`config.mk`:
```
export PLATFORM = sky130hd
export DESIGN_NAME = pe_feeder
export DESIGN_NICKNAME = d
export VERILOG_FILES = /design/src/rtl/pe_feeder.sv
export SDC_FILE = /design/constraint.sdc
export NUM_CORES = 2
export LEC_CHECK = 0
export CAP_MARGIN = 10
export CORE_MARGIN = 2
export CORE_UTILIZATION = 50
export DETAILED_ROUTE_END_ITERATION = 7
export GPL_TIMING_DRIVEN = 0
export HOLD_SLACK_MARGIN = 0.05
export PLACE_DENSITY = 0.74
export SYNTH_ARGS = -nofsm -noshare
export SYNTH_HDL_FRONTEND = slang
export SYNTH_SLANG_ARGS = --single-unit
```
`constraint.sdc`:
```
create_clock -name clk -period 2.7 [get_ports clk]
set_input_delay 0.405 -clock clk [delete_from_list [all_inputs] [get_ports clk]]
set_output_delay 0.405 -clock clk [all_outputs]
set_load 0.03 [all_outputs]
```
`src/rtl/pe_feeder.sv`:
```
// Sample-history / tap sequencer that feeds one multiply-accumulate PE, one pair per cycle.
// Optional feature: define PE_FEEDER_FLUSH_EN to add the flush input (clears history in IDLE).
module pe_feeder #(
    parameter int unsigned DATA_WIDTH = 32,
    parameter int unsigned NUM_TAPS   = 11,
    parameter int unsigned ADDR_WIDTH = 4
) (
    input  logic                  clk,
    input  logic                  rst_n,
    input  logic                  tap_we,
    input  logic [ADDR_WIDTH-1:0] tap_addr,
    input  logic [DATA_WIDTH-1:0] tap_wdata,
`ifdef PE_FEEDER_FLUSH_EN
    input  logic                  flush,
`endif
    input  logic                  s_valid,
    output logic                  s_ready,
    input  logic [DATA_WIDTH-1:0] s_data,
    output logic [DATA_WIDTH-1:0] o_data,
    output logic [DATA_WIDTH-1:0] o_tap,
    output logic                  o_sample_done,
    output logic                  busy,
    output logic                  tap_err
);

    localparam int unsigned AW1 = ADDR_WIDTH + 1;
    localparam logic [ADDR_WIDTH:0]   TAPS_EXT = AW1'(NUM_TAPS);
    localparam logic [ADDR_WIDTH-1:0] LAST_IDX = ADDR_WIDTH'(NUM_TAPS - 1);

    typedef enum logic [1:0] {
        IDLE  = 2'd0,
        FEED  = 2'd1,
        DRAIN = 2'd2
    } state_t;

    state_t                state_q, state_d;
    logic [ADDR_WIDTH-1:0] idx_q, idx_d;
    logic [DATA_WIDTH-1:0] tap_q  [NUM_TAPS];
    logic [DATA_WIDTH-1:0] tap_d  [NUM_TAPS];
    logic [DATA_WIDTH-1:0] hist_q [NUM_TAPS];
    logic [DATA_WIDTH-1:0] hist_d [NUM_TAPS];
    logic [DATA_WIDTH-1:0] o_data_q, o_data_d;
    logic [DATA_WIDTH-1:0] o_tap_q, o_tap_d;
    logic                  done_q, done_d;
    logic                  tap_err_q, tap_err_d;

    logic                  flush_req;
    logic                  addr_ok;
    logic                  accept;
    logic [ADDR_WIDTH-1:0] next_idx;
    logic [DATA_WIDTH-1:0] nxt_data;
    logic [DATA_WIDTH-1:0] nxt_tap;

`ifdef PE_FEEDER_FLUSH_EN
    assign flush_req = flush;
`else
    assign flush_req = 1'b0;
`endif

    // Ready is forced low during reset and while a flush owns the IDLE cycle.
    assign s_ready  = rst_n && (state_q == IDLE) && !flush_req;
    assign accept   = s_valid && s_ready;
    assign addr_ok  = ({1'b0, tap_addr} < TAPS_EXT);
    assign next_idx = idx_q + ADDR_WIDTH'(1);

    // Operand pair for the following index, selected without a wide array index.
    always_comb begin
        nxt_data = '0;
        nxt_tap  = '0;
        for (int k = 0; k < NUM_TAPS; k++) begin
            if (next_idx == ADDR_WIDTH'(k)) begin
                nxt_data = hist_q[k];
                nxt_tap  = tap_q[k];
            end
        end
    end

    // Next-state, history/tap update and registered operand generation.
    always_comb begin
        state_d   = state_q;
        idx_d     = idx_q;
        tap_d     = tap_q;
        hist_d    = hist_q;
        o_data_d  = '0;
        o_tap_d   = '0;
        done_d    = 1'b0;
        tap_err_d = tap_err_q;

        if (tap_we && (state_q != IDLE)) begin
            tap_err_d = 1'b1;
        end

        case (state_q)
            IDLE: begin
                if (tap_we && addr_ok) begin
                    for (int k = 0; k < NUM_TAPS; k++) begin
                        if (tap_addr == ADDR_WIDTH'(k)) begin
                            tap_d[k] = tap_wdata;
                        end
                    end
                end
                if (flush_req) begin
                    for (int k = 0; k < NUM_TAPS; k++) begin
                        hist_d[k] = '0;
                    end
                end else if (accept) begin
                    hist_d[0] = s_data;
                    for (int k = 1; k < NUM_TAPS; k++) begin
                        hist_d[k] = hist_q[k-1];
                    end
                    state_d  = FEED;
                    idx_d    = '0;
                    // First pair leaves with the acceptance edge; tap_d carries a coincident write.
                    o_data_d = s_data;
                    o_tap_d  = tap_d[0];
                end
            end
            FEED: begin
                if (idx_q == LAST_IDX) begin
                    state_d = DRAIN;
                end else begin
                    idx_d    = next_idx;
                    o_data_d = nxt_data;
                    o_tap_d  = nxt_tap;
                end
            end
            DRAIN: begin
                state_d = IDLE;
                idx_d   = '0;
                done_d  = 1'b1;
            end
            default: begin
                state_d = IDLE;
                idx_d   = '0;
            end
        endcase
    end

    always_ff @(posedge clk or negedge rst_n) begin
        if (!rst_n) begin
            state_q   <= IDLE;
            idx_q     <= '0;
            o_data_q  <= '0;
            o_tap_q   <= '0;
            done_q    <= 1'b0;
            tap_err_q <= 1'b0;
            for (int k = 0; k < NUM_TAPS; k++) begin
                tap_q[k]  <= '0;
                hist_q[k] <= '0;
            end
        end else begin
            state_q   <= state_d;
            idx_q     <= idx_d;
            o_data_q  <= o_data_d;
            o_tap_q   <= o_tap_d;
            done_q    <= done_d;
            tap_err_q <= tap_err_d;
            for (int k = 0; k < NUM_TAPS; k++) begin
                tap_q[k]  <= tap_d[k];
                hist_q[k] <= hist_d[k];
            end
        end
    end

    assign o_data        = o_data_q;
    assign o_tap         = o_tap_q;
    assign o_sample_done = done_q;
    assign busy          = (state_q != IDLE);
    assign tap_err       = tap_err_q;

endmodule

```
-- After elaboration in Yosys (flattened, before gate mapping)
Index checks and enable logic that the tools add are counted.
- word-level logic and storage cells: 124
- flip-flop bits (word level): 776
- input bits: 72
- muxes and demuxes: 47
- magnitude comparators: 1
- $add $sub $neg: 1
- reduce and logical (&&, ||, !) cells: 21
- equality and inequality tests: 26
- operators by type and width (operator ; count):
    two-way mux 32 bit ; 37
    two-way mux 352 bit ; 1
    case mux 32 bit (2 select lines) ; 2
    == test 4 x 3 -> 1 bit (second input constant) ; 8
    AND reduction 3 bit ; 10
    == test 4 bit (second input constant) ; 7
    == test 4 x 2 -> 1 bit (second input constant) ; 4
    == test 4 x 1 -> 1 bit (second input constant) ; 2
    zero test 4 bit ; 2
    two-way mux 4 bit ; 2
    case mux 4 bit (2 select lines) ; 1
    != test 2 bit (second input constant) ; 3
    AND reduction 2 bit ; 3
    adder 4 x 1 -> 4 bit (second input constant) ; 1
    logical AND 1 bit ; 4
    < comparator 4 bit (second input constant) ; 1
    two-way mux 2 bit ; 2
    case mux 2 bit (2 select lines) ; 1
    == test 2 x 1 -> 1 bit (second input constant) ; 1
    == test 2 bit (second input constant) ; 1
    zero test 2 bit ; 1
    nonzero test 2 bit ; 1
    two-way mux 1 bit ; 1

-- Logic depth before layout (Yosys ltp)
- depth after elaboration: 15
- gate-level depth with buffers: 11

-- Worst setup path after synthesis
OpenSTA, ideal clock, no wires.
- path type: reg2reg
- from: register idx_q[0]
- to: register o_data_q[31], in the netlist o_data[31]
- data required time: 2576 ps
- cell stages (with the launch flop): 12
- arrival time: 2239 ps
- path buffers: 3
- slack: 337 ps
- cell sequence: dfrtp_1 -> inv_1 -> ha_1 -> clkbuf_1 -> nor2b_1 -> clkbuf_1 -> clkbuf_1 -> a221oi_1 -> o31ai_1 -> a2111oi_0 -> nor2_1 -> a2bb2oi_1
- word-level cells in the longest chain between the ends: 15
- ends and longest elaborated chain (item ; RTL line ; source):
    start, declared ; 37 ; logic [ADDR_WIDTH-1:0] idx_q, idx_d;
    start signal, assigned ; 153 ; idx_q <= idx_d;
    adder 4 x 1 -> 4 bit ; 64 ; assign next_idx = idx_q + ADDR_WIDTH'(1);
    zero test 4 bit ; 71 ; if (next_idx == ADDR_WIDTH'(k)) begin
    two-way mux 32 bit (11 in series) ; 71 ;
    two-way mux 32 bit * ; 119 ; if (idx_q == LAST_IDX) begin
    case mux 32 bit (2 select lines) * ; 93 ; case (state_q)
    net o_data_d[31] ; 42 ; logic [DATA_WIDTH-1:0] o_data_q, o_data_d;
    end signal, assigned ; 154 ; o_data_q <= o_data_d;
    end, declared ; 42 ;
Mark *: on every way through the listed nets, which the timed path passes. The rest lies on a longest branch.
A chain may end at the register's enable or synchronous reset.

-- Worst setup path in the final report
- from: register idx_q[1]
- to: register o_data_q[31], in the netlist o_data[31]
The elaborated chain is that of the path after synthesis.

==> results list <==
- Clock tree synthesis inserted a total of 84 buffers.
- The number of antenna violations at the first check in global routing was 4.
- Wire length of the first global-routing pass: 181,200 µm
* Hpwl dp: 82,350 µm
- The mapped netlist covers 35,120 µm².
- The number of max-slew violations in the final report was 0.
- Number of enable flip-flop cells after synthesis: 0
- Counting flops with an async set or reset pin after synthesis yields a share of 100.0%.
* Power Density: 1162 nW/µm²
- The analysis attributes to cell leakage a power of 19.91 nW.
- Count of standard-cell rows: 97
* Max-Cap Viols: 0
- Counting every net in the synthesized netlist gives 3,601.
- Transition time at the pin with the least slew margin: 1.189 ns
- Area Overhead vs Synth: 18.79%
- Type of the most critical hold path: in -> async
- Registers take 19,420 µm².
- Portion of total power attributed to combinational logic: 39.0%
- STA puts the critical path data required time at 3.21 ns.
* Clock insertion delay at the later pin of the skew report: 0.65 ns
- Summed over all layers, the routed wires come to 121,900 µm.
* Final Skew: 0.01578 ns
- Seq/Total Area, Yosys: 55.28%
* Ratio of final minimum period to clock period: 101.7%
* Setup repair after global routing missed its margin: true
- Largest net degree at the start of global routing: 127
- Post-layout nets: 3,858
- After detailed routing, the number of vias per cell comes to 6.285.
- The count of buffers added on input and output ports is 139.
- Non-filler instance count after layout: 4,783
- Result of the run: finished, violations left
- # DRC: 0
* Part of the total power dissipated in the clock network: 24.5%
* Sequential share of power: 36.4%
- In the synthesized netlist the dominant register cell turns out to be sky130_fd_sc_hd__dfrtp_1.
- Fraction of final layout cells with drive strength greater than 1: 19.13%
- Mapped Cells: 3,524
* Synthesized area per cell: 9.967 µm²
- Filler Cells Inserted: 5,718
- Data arrival, critical path: 3.26 ns
- In the final routed layout, each cell accounts on average for 25.48 µm.
- The initial utilization of the core area, before any placement, comes to 50.33%.
- In this run, synthesis produced a sequential element count of 776.
- Final Worst Setup Slack: -0.04462 ns
- Clock slew at reported path FFs: 0.06 ns
- The hold violation total from the final report is 0.
- The routed layout has 30,060 vias.
- Area of the die: 72,390 µm²
* Switching pwr: 19.29 mW
* Synthesis warning total: 0
* Post-route ant nets: 0
* Type of origin of the critical path: register
* Via count of the first global-routing pass: 29,320
- Maximum fanout along the worst path: 10
- Global route overflow: 0
- The worst setup path is captured at a register.
- Number of violations reported at the end of detailed-routing iteration 0: 4,358
- The tree is rooted in a sky130_fd_sc_hd__clkbuf_16.
* Fmax achieved: 364.3 MHz
- The internal power of the cells totals 29.20 mW.
- Setup violations remaining at the end of the flow were counted as 5.
* Length of the first detailed-routing pass in iterations: 7
- Number of distinct library cell variants in the gate-level netlist after synthesis: 58
- TritonCTS built the clock tree.
- Switching portion of total power: 39.79%
- Violations in the final reports: setup timing
- During I/O placement, the number of pins put on the boundary was 140.
- CTS H-tree depth: 3
- In this run the deepest clock path goes through 3 buffers.
* Area of the multi-input gates: 14,680 µm²
* Placeable Area: 69,790 µm²
- The floorplan step set the die width to 269.0 µm.
- Die H: 269.0 µm
- In the layout the commonest cells are sky130_fd_sc_hd__nand2_1, sky130_fd_sc_hd__dfrtp_1, sky130_fd_sc_hd__mux2_2, sky130_fd_sc_hd__o21ai_0, sky130_fd_sc_hd__clkdlybuf4s50_1.
* Routability cong.: 0.9427
* IR Drop Worst-Case VDD: 688.5 µV
- The worst pin sits at a relative slew slack of 20.74%.
- Global Route Usage Sum: 33.86%
- Once placement completed, the tool counted placed cells totaling 4,611.
* Final Core Density: 59.79%
* Final critical-path required period: 2.745 ns
- After layout, the design draws a total of 48.49 mW.
- Setup CP Type: reg -> reg
- Most frequent standard cell in the layout excluding fill and tap cells: sky130_fd_sc_hd__nand2_1
* Number of clock sinks: 776
critical path, cell delays in order (launching register included):
cell and delay (ns):
sky130_fd_sc_hd__dfrtp_2 0.46, sky130_fd_sc_hd__inv_1 0.13, sky130_fd_sc_hd__ha_4 0.24, sky130_fd_sc_hd__buf_2 0.41, sky130_fd_sc_hd__nand2b_2 0.37, sky130_fd_sc_hd__o22ai_1 0.13
sky130_fd_sc_hd__o21ai_0 0.16, sky130_fd_sc_hd__o221ai_1 0.13, sky130_fd_sc_hd__nor2_1 0.25, sky130_fd_sc_hd__a2bb2oi_2 0.32
synth_stat cells (8+ instances only):
library cell | number | area [µm²]
sky130_fd_sc_hd__a32oi_1 | 27 | 236.5
sky130_fd_sc_hd__o21ai_0 | 170 | 850.8
sky130_fd_sc_hd__nand2_1 | 1140 | 4279
sky130_fd_sc_hd__o21ai_1 | 9 | 45.04
sky130_fd_sc_hd__a2bb2oi_1 | 26 | 227.7
sky130_fd_sc_hd__a221oi_1 | 84 | 735.7
sky130_fd_sc_hd__nand3_1 | 35 | 175.2
sky130_fd_sc_hd__o211ai_1 | 8 | 60.06
sky130_fd_sc_hd__inv_1 | 60 | 225.2
sky130_fd_sc_hd__clkbuf_1 | 213 | 799.5
sky130_fd_sc_hd__a22o_1 | 26 | 227.7
sky130_fd_sc_hd__o22ai_1 | 51 | 319.1
sky130_fd_sc_hd__buf_2 | 34 | 170.2
sky130_fd_sc_hd__mux2_2 | 350 | 3941
sky130_fd_sc_hd__o221ai_1 | 10 | 87.58
sky130_fd_sc_hd__dfrtp_1 | 776 | 19420
sky130_fd_sc_hd__mux2i_1 | 30 | 300.3
sky130_fd_sc_hd__buf_1 | 41 | 153.9
sky130_fd_sc_hd__nor2_1 | 52 | 195.2
sky130_fd_sc_hd__and3_1 | 31 | 193.9
sky130_fd_sc_hd__a21oi_1 | 128 | 640.6
sky130_fd_sc_hd__a221o_1 | 35 | 350.3
sky130_fd_sc_hd__a22oi_1 | 64 | 480.5
sky130_fd_sc_hd__o2111ai_1 | 25 | 219.0
sky130_fd_sc_hd__o31ai_1 | 28 | 210.2
worst paths after layout:
check                                   start           to  slack [ns]  depth (start not counted)
worst max-delay path                 idx_q[1]   o_data[31]       -0.04                          9
worst min-delay path                    rst_n  hist_q[329]        0.40                          3
worst max register to register       idx_q[1]   o_data[31]       -0.04                          9
worst min register to register     hist_q[31]   hist_q[31]        0.47                          2
max in group asynchronous               rst_n    tap_q[98]        1.10                          4
min in group clk                tap_wdata[23]   tap_q[119]        0.43                          2
metal layers:
layer	GRT usage [%]	wire, µm	vias up
met4	23.72	10380	4
met1	42.52	44600	14840
met3	8.183	13050	556
met5	0	25	-
li1	-	-	12720
met2	51.76	53810	1936
stage by stage:
| stage | hold slack, ns | worst slack, ns | area (µm²) | setup TNS, ns |
|---|---|---|---|---|
| 6_report | 0.4036 | -0.04462 | 41730 | -0.1241 |
| 2_1_floorplan | 0.1094 | 0.3370 | 35120 | 0 |
| 5_1_grt | 0.4388 | -0.02975 | 41730 | -0.2370 |
| 3_5_place_dp | 0.4214 | -1.202 | 37900 | -366.50 |
| 3_3_place_gp | 0.4426 | -33.93 | 37690 | - |
| 4_1_cts | 0.4181 | -0.06098 | 41410 | -0.2621 |
sequential cells by signal, indices dropped and copies added (netlist names):
signal and cells:
hist_q 352, idx_q 4, o_data 32, o_sample_done 1, o_tap 32, state_q 2
tap_err 1, tap_q 352
layout make-up:
type,instances,share of cell area [%]
diodes,1,0.005997
plain buffers,281,3.457
clock buffers,125,6.156
clock inverters,22,0.6327
inverters,60,0.5397
multi-input cells,2396,35.18
flip-flops and latches,776,46.55
well taps,940,2.819
repair buffers,182,4.666
logic make-up after synthesis:
| logic type | count (synthesis) | synth area share, % |
|---|---|---|
| simple gates | 1290 | 14.39 |
| fa+ha+maj | 5 | 0.1781 |
| compound gates | 718 | 14.04 |
| buf+inv | 352 | 3.940 |
| xor+xnor | 1 | 0.02494 |
| mux | 382 | 12.14 |
| flops | 776 | 55.28 |
power by group through the flow:
stage	Combinational, mW	Clock, mW	Sequential, mW
floorplan	10.3	0	17.4
global placement	16.4	0	17.6
detailed placement	16.9	0	17.7
CTS	17.8	11.9	17.5
global route	19.9	12.4	18.0
finish	18.9	11.9	17.7
what timing repair did:
action | 4_1_cts | 5_1_grt
setup endpoints to repair | 725 | 101
cloned | 1 | 0
pin swaps | 11 | 9
hold buffers | 2 | 0
endpoints found under the hold margin | 67 | 0
resized for setup | 179 | 136
setup buffers | 27 | 5
Note: power is estimated with default switching activity, not from simulation.
